File: src/rtl/spi_slave_char_trx.sv
// spi_slave_char_trx -- SPI slave character transceiver.
//
// Receives one character per frame from an external SPI master on MOSI while
// returning a parallel-loaded character on MISO. SCK, CS and MOSI are
// oversampled in the system clock domain through 2-FF synchronizers, so every
// bus action lands 3 sysclk after the physical SCK edge.
//
// Mode fields (CPOL, CPHA, REV, LEN) are latched when select asserts and held
// for the whole frame. Characters are 1..16 bits, right-aligned in S_WCHAR and
// S_RCHAR.
//
// Optional feature macro: SPI_SLAVE_MISO_TRISTATE_EN
//   defined   -> MISO floats (1'bz) while not selected, for shared MISO lines
//   undefined -> MISO drives 1'b1 while not selected
module spi_slave_char_trx #(
    parameter int CHAR_NBITS = 32
) (
    input  logic                  S_SYSCLK,
    input  logic                  S_RESETN,
    input  logic                  S_ENABLE,
    input  logic                  S_CPOL,
    input  logic                  S_CPHA,
    input  logic                  S_CSPOL,
    input  logic                  S_REV,
    input  logic [3:0]            S_CHAR_LEN,
    input  logic                  S_SPI_CS,
    input  logic                  S_SPI_SCK,
    input  logic                  S_SPI_MOSI,
    output logic                  S_SPI_MISO,
    output logic                  S_CHAR_DONE,
    input  logic [CHAR_NBITS-1:0] S_WCHAR,
    output logic [CHAR_NBITS-1:0] S_RCHAR
);

    typedef enum logic {
        ST_IDLE,
        ST_XFER
    } state_t;

    // Mask covering bits [len:0] of a 16-bit character.
    function automatic logic [15:0] char_mask(input logic [3:0] len);
        logic [16:0] m;
        m = (17'd1 << ({1'b0, len} + 5'd1)) - 17'd1;
        return m[15:0];
    endfunction

    // Bit that goes on the wire first for the current shift register contents.
    function automatic logic first_bit(input logic [15:0] v, input logic rev,
                                       input logic [3:0] len);
        return rev ? v[len] : v[0];
    endfunction

    // Drop the bit just presented so the next one sits in the output position.
    function automatic logic [15:0] shift_out(input logic [15:0] v, input logic rev);
        return rev ? {v[14:0], 1'b0} : {1'b0, v[15:1]};
    endfunction

    // Synchronizers and edge history
    logic cs_meta, cs_sync;
    logic sck_meta, sck_sync, sck_prev;
    logic mosi_meta, mosi_sync;

    // Frame state
    state_t      state_q, state_d;
    logic        cpol_q, cpol_d;
    logic        cpha_q, cpha_d;
    logic        rev_q, rev_d;
    logic [3:0]  len_q, len_d;
    logic [3:0]  bit_cnt_q, bit_cnt_d;
    logic [15:0] tx_sr_q, tx_sr_d;
    logic [15:0] rx_sr_q, rx_sr_d;
    logic        miso_q, miso_d;
    logic        reload_q, reload_d;
    logic [CHAR_NBITS-1:0] rchar_q, rchar_d;
    logic        done_q, done_d;

    logic        selected;
    logic        sck_edge, lead_edge, trail_edge;
    logic        sample_en, shift_en;
    logic [15:0] load_live, load_frame;
    logic [3:0]  rx_idx;
    logic        unused_wchar;

    // Only S_WCHAR[15:0] can ever be transmitted; the rest is deliberately ignored.
    assign unused_wchar = ^S_WCHAR;

    assign selected   = S_ENABLE & (cs_sync == ~S_CSPOL);
    assign sck_edge   = sck_sync ^ sck_prev;
    assign lead_edge  = sck_edge & (sck_prev == cpol_q);
    assign trail_edge = sck_edge & (sck_sync == cpol_q);
    assign sample_en  = cpha_q ? trail_edge : lead_edge;
    assign shift_en   = cpha_q ? lead_edge  : trail_edge;

    // Load value seen at select assertion uses the live mode inputs; reloads
    // within a frame use the latched length.
    assign load_live  = S_WCHAR[15:0] & char_mask(S_CHAR_LEN);
    assign load_frame = S_WCHAR[15:0] & char_mask(len_q);

    // Register stage: synchronizers, edge history and frame state.
    always_ff @(posedge S_SYSCLK) begin
        // NOTE: non-blocking assignments everywhere in clocked logic, so every
        // register samples pre-edge values regardless of statement order.
        if (!S_RESETN) begin
            cs_meta   <= S_CSPOL;
            cs_sync   <= S_CSPOL;
            sck_meta  <= 1'b0;
            sck_sync  <= 1'b0;
            sck_prev  <= 1'b0;
            mosi_meta <= 1'b0;
            mosi_sync <= 1'b0;
            state_q   <= ST_IDLE;
            cpol_q    <= 1'b0;
            cpha_q    <= 1'b0;
            rev_q     <= 1'b0;
            len_q     <= 4'd0;
            bit_cnt_q <= 4'd0;
            tx_sr_q   <= 16'd0;
            rx_sr_q   <= 16'd0;
            miso_q    <= 1'b1;
            reload_q  <= 1'b0;
            rchar_q   <= '0;
            done_q    <= 1'b0;
        end else begin
            cs_meta   <= S_SPI_CS;
            cs_sync   <= cs_meta;
            sck_meta  <= S_SPI_SCK;
            sck_sync  <= sck_meta;
            sck_prev  <= sck_sync;
            mosi_meta <= S_SPI_MOSI;
            mosi_sync <= mosi_meta;
            state_q   <= state_d;
            cpol_q    <= cpol_d;
            cpha_q    <= cpha_d;
            rev_q     <= rev_d;
            len_q     <= len_d;
            bit_cnt_q <= bit_cnt_d;
            tx_sr_q   <= tx_sr_d;
            rx_sr_q   <= rx_sr_d;
            miso_q    <= miso_d;
            reload_q  <= reload_d;
            rchar_q   <= rchar_d;
            done_q    <= done_d;
        end
    end

    // Next-state logic: frame start, bit sampling, MISO shifting, completion and abort.
    always_comb begin
        // NOTE: every signal gets a default before any branch so no path
        // leaves a value unassigned, which would infer a latch.
        state_d   = state_q;
        cpol_d    = cpol_q;
        cpha_d    = cpha_q;
        rev_d     = rev_q;
        len_d     = len_q;
        bit_cnt_d = bit_cnt_q;
        tx_sr_d   = tx_sr_q;
        rx_sr_d   = rx_sr_q;
        miso_d    = miso_q;
        reload_d  = reload_q;
        rchar_d   = rchar_q;
        done_d    = 1'b0;
        rx_idx    = rev_q ? (len_q - bit_cnt_q) : bit_cnt_q;

        case (state_q)
            ST_IDLE: begin
                // Select assertion wins over any SCK edge in the same cycle.
                if (selected) begin
                    state_d   = ST_XFER;
                    cpol_d    = S_CPOL;
                    cpha_d    = S_CPHA;
                    rev_d     = S_REV;
                    len_d     = S_CHAR_LEN;
                    bit_cnt_d = 4'd0;
                    reload_d  = 1'b0;
                    if (S_CPHA) begin
                        // First bit goes out on the first leading edge.
                        tx_sr_d = load_live;
                    end else begin
                        // First bit must be on MISO before any SCK edge.
                        miso_d  = first_bit(load_live, S_REV, S_CHAR_LEN);
                        tx_sr_d = shift_out(load_live, S_REV);
                    end
                end
            end

            ST_XFER: begin
                if (!selected) begin
                    // Abort: drop the partial character, keep S_RCHAR.
                    state_d   = ST_IDLE;
                    bit_cnt_d = 4'd0;
                    reload_d  = 1'b0;
                end else begin
                    if (sample_en) begin
                        rx_sr_d[rx_idx] = mosi_sync;
                        if (bit_cnt_q == len_q) begin
                            bit_cnt_d = 4'd0;
                            done_d    = 1'b1;
                            rchar_d   = CHAR_NBITS'(rx_sr_d & char_mask(len_q));
                            if (cpha_q) begin
                                tx_sr_d = load_frame;
                            end else begin
                                // Reload is presented on the following trailing edge.
                                reload_d = 1'b1;
                            end
                        end else begin
                            bit_cnt_d = bit_cnt_q + 4'd1;
                        end
                    end
                    if (shift_en) begin
                        if (!cpha_q && reload_q) begin
                            miso_d   = first_bit(load_frame, rev_q, len_q);
                            tx_sr_d  = shift_out(load_frame, rev_q);
                            reload_d = 1'b0;
                        end else begin
                            miso_d   = first_bit(tx_sr_q, rev_q, len_q);
                            tx_sr_d  = shift_out(tx_sr_q, rev_q);
                        end
                    end
                end
            end

            default: state_d = ST_IDLE;
        endcase
    end

    assign S_CHAR_DONE = done_q;
    assign S_RCHAR     = rchar_q;

`ifdef SPI_SLAVE_MISO_TRISTATE_EN
    assign S_SPI_MISO = selected ? miso_q : 1'bz;
`else
    assign S_SPI_MISO = selected ? miso_q : 1'b1;
`endif

endmodule

File: config.mk
export PLATFORM = sky130hd
export DESIGN_NAME = spi_slave_char_trx
export DESIGN_NICKNAME = d
export VERILOG_FILES = /design/src/rtl/spi_slave_char_trx.sv
export SDC_FILE = /design/constraint.sdc
export NUM_CORES = 1
export LEC_CHECK = 0
export CORE_MARGIN = 8
export CORE_UTILIZATION = 44
export CTS_CLUSTER_SIZE = 8
export DETAILED_ROUTE_END_ITERATION = 10
export DONT_BUFFER_PORTS = 1
export GPL_TIMING_DRIVEN = 0
export PLACE_DENSITY = 0.65
export SYNTH_ARGS = -nofsm -noshare
export SYNTH_HDL_FRONTEND = slang
export SYNTH_SLANG_ARGS = --single-unit
File: constraint.sdc
create_clock -name S_SYSCLK -period 6.3 [get_ports S_SYSCLK]
set_input_delay 0.63 -clock S_SYSCLK [delete_from_list [all_inputs] [get_ports S_SYSCLK]]
set_output_delay 0.63 -clock S_SYSCLK [all_outputs]
set_load 0.005 [all_outputs]
==> results.md <==
* Inserted Clock Buffers at 9
* Crit path to: tx_sr_q[11]
* Worst Tran Pin Value at 1.261 ns
* Cells along the critical path: buf_2 > buf_1 > nor2_1 > nand2_1 > ha_1 > clkbuf_1 > and3b_1 > o311ai_0 > o211ai_1 > o211ai_1 > o2111ai_1 > nor3b_1
* Final nets at 813
* CP Class: reg -> reg
* Synthesis-to-finish area growth at 10.08%
* Minimum clock period at 3.822 ns
* Post-route DRC at 0
* R2R Setup Slk at 2.48 ns
* Drt pass-1 iters at 6
* Max_cap viols at 0
* Register area share after synthesis at 24.98%
* Reg2reg start: len_q[3]
* Reg2Reg Depth at 12
* HPWL after detailed placement at 16.42 mm
* Yosys Warn Count at 0
* Die area at 16620 um2
* Clk slew on worst S/H paths at 0.06 ns
* # resized after CTS at 0
* Initial DRC count at 1031
* Clock power frac at 40.8%
* Gr usage total at 26.45%
* Psw at 0.0003874 W
* Fillcell total at 1279
* WL met2 at 9.452 mm
* Ys flop type: dfxtp_1
* Comb pwr share at 21.6%
* Register area at 1401 um2
* Post-synth EDFFs at 0
* CTS tree: yes
* R2r endpoint: tx_sr_q[11]
* Htree depth at 3
* Die X at 128.9 um
* Initial Utilization at 44.81%
* Hold Crit Class: in -> reg
* Routed WL per cell at 23.49 um
* Setup violators final at 0
* CP max stage delay at 1.05 ns
* Sw frac at 30.71%
* Share of cells above drive strength 1 at 9.567%
* Rows at 41
* Slowest CP cell: o311ai_0
* Placeable Area at 12520 um2
* RSZ-0062 raised after global routing: false
* Final hold vios at 0
* Pins over their slew limit at 0
* Worst skew pair latency at 0.34 ns
* First-pass GRT wire length at 33.48 mm
* Post-Syn Area per Cell at 7.652 um2
* Initial antenna violation count at 0
* Vias at 6243
* Ports at 80
* P_int at 0.0008740 W
* Max Clock Skew at 0.005396 ns
* Most frequent CP cell: o211ai_1
* Global route overflow at 0
* WL met1 at 9.081 mm
* Library cells used by synthesis at 75
* Max IR drop VDD at 279.7 uV
* Hold buffer count at cts at 0
* Fin area at 6175 um2
* Crit share post-route at 60.67%
* Cell total after placement at 921
* Cells after Synth at 733
* Via/cell ratio at 6.677
* TNS Setup at 0 ns
* DR top layer: met4
* Vias in the first global route at 5755
* Leak at 2.229 nW
* PwrDens at 204.3 nW/um2
* DP Area at 5884 um2
* Clk buf depth at 2
* FMAX at 261.6 MHz
* Ys async rst share at 0%
* Die Height at 128.9 um
* Crit. End Element: register
* Post-CTS Setup Inserts at 0
* Root Driver: clkbuf_16
* Non-Filler Instances at 935
* Arrival time at the worst endpoint at 4.04 ns
* Status: finished clean
* ANT nets after route at 0
* Worst path required time at 6.52 ns
* ANT cells at 0
* Crit path launch type: register
* Slew HR at 14.87%
* I/O Buffers at 0
* Synth Register Bits at 70
* Met3 Routed Length at 2.555 mm
* GPL Wtd Cong at 1.014
* Aggregate routed wire length at 21.96 mm
* Hold slack at 0.4093 ns
* Synth Cell Area at 5609 um2
* CP max FO at 10
* Sinks on Clock Net at 70
* Register share of total power at 37.6%
* Largest net degree at the start of global routing at 11
* Setup crit start: len_q[3]
* Multi-input gate area at 3826 um2
-- state kept, by name, summed over array words and instances, names as in the netlist, 4 cells and up --
name,flops
tx_sr_q,16
bit_cnt_q,4
len_q,4
rx_sr_q,16
S_RCHAR,16
-- cells in the mapped netlist, drive strengths merged (8+ instances only) --
master | number | area (um2)
a31oi | 16 | 100.1
o31ai | 11 | 82.58
a21oi | 37 | 185.2
a21boi | 11 | 82.58
a32o | 9 | 90.09
mux2 | 16 | 183.9
o21ai | 48 | 240.2
nor2 | 35 | 131.4
nor3 | 10 | 50.05
o311ai | 19 | 166.4
clkbuf | 47 | 176.4
o211ai | 22 | 165.2
o41ai | 10 | 87.58
buf | 34 | 205.2
a22oi | 8 | 60.06
nand3 | 23 | 115.1
nand2b | 12 | 75.07
inv | 15 | 56.31
nand4 | 9 | 56.30
dfxtp | 70 | 1401
mux2i | 21 | 210.2
and2 | 13 | 81.33
nor2b | 12 | 75.07
nand2 | 90 | 337.8
-- cell type report --
cell class | instances | share of cell area (%)
buffer | 81 | 6.180
sequential | 70 | 22.69
multi-input combinational | 582 | 61.97
tap | 172 | 3.485
inverter | 16 | 0.9726
clock buffer | 13 | 4.215
clock inverter | 1 | 0.4863
-- cells by family after synthesis --
family                   Yosys count  share of synthesized area, %
AO/OA/AOI/OAI                    259                         32.84
AND/OR/NAND/NOR                  251                         22.91
buffers and inverters             97                         7.874
flip-flops                        70                         24.98
multiplexers                      41                         8.633
adder cells (fa/ha/maj)            7                         1.695
XOR/XNOR                           6                        0.9370
other                              2                        0.1339
-- worst min path at each step --
| stage | endpoint | start | slack, ns | cells after the start |
|---|---|---|---|---|
| floorplan | cs_sync | cs_meta | 0.40 | 2 |
| global placement | mosi_sync | mosi_meta | 0.42 | 1 |
| detailed placement | cs_sync | cs_meta | 0.41 | 2 |
| CTS | cs_meta | S_SPI_CS | 0.40 | 2 |
| global route | mosi_meta | S_SPI_MOSI | 0.41 | 1 |
| finish | cs_meta | S_SPI_CS | 0.41 | 2 |
-- per-stage QoR --
step	worst slack (ns)	utilization (%)	total power, W
2_1_floorplan	3.365	-	0.0006648
3_3_place_gp	2.675	47.01	0.0007418
3_5_place_dp	2.646	47.01	0.0007430
4_1_cts	2.688	49.33	0.001255
5_1_grt	2.282	49.33	0.001308
6_report	2.478	49.33	0.001261
-- power groups by stage --
stage | Combinational [W] | Sequential (W) | Clock (W)
after floorplan | 0.000188 | 0.000477 | 0
after global placement | 0.000259 | 0.000482 | 0
after detailed placement | 0.000261 | 0.000482 | 0
after CTS | 0.000262 | 0.000473 | 0.000520
after global routing | 0.000293 | 0.000476 | 0.000540
final | 0.000273 | 0.000474 | 0.000514
-- critical path: cells and delay by family (launching register included) --
kind / cells / cell delay (ns)
buffers and inverters: 3 / 0.90
adders and majority gates: 1 / 0.14
DFF: 1 / 0.40
and+or+nand+nor: 4 / 0.77
AOI/OAI and AO/OA: 4 / 1.48
-- cell usage in the layout (no fill, tap or decap), types with 7 or more instances in the layout --
cell type / instances
a211oi_1: 7
a21boi_0: 11
a21oi_1: 37
a22oi_1: 8
a31oi_1: 16
a32o_1: 9
and2_1: 13
buf_2: 11
buf_4: 17
clkbuf_1: 49
clkbuf_16: 9
conb_1: 18
dfxtp_1: 70
inv_1: 13
mux2_2: 15
mux2i_1: 21
nand2_1: 90
nand2b_1: 12
nand3_1: 23
nand4_1: 9
nor2_1: 35
nor2b_1: 12
nor3_1: 10
nor4_1: 7
o211ai_1: 22
o21ai_0: 47
o311ai_0: 18
o31ai_1: 11
o41ai_1: 10
-- routing by layer --
metal	vias to the layer above	GRT usage, %
met2	404	38.85
met4	0	11.61
met3	65	8.316
met1	2948	34.74
li1	2826	-
met5	-	0
Note: power is estimated with default switching activity, not from simulation.
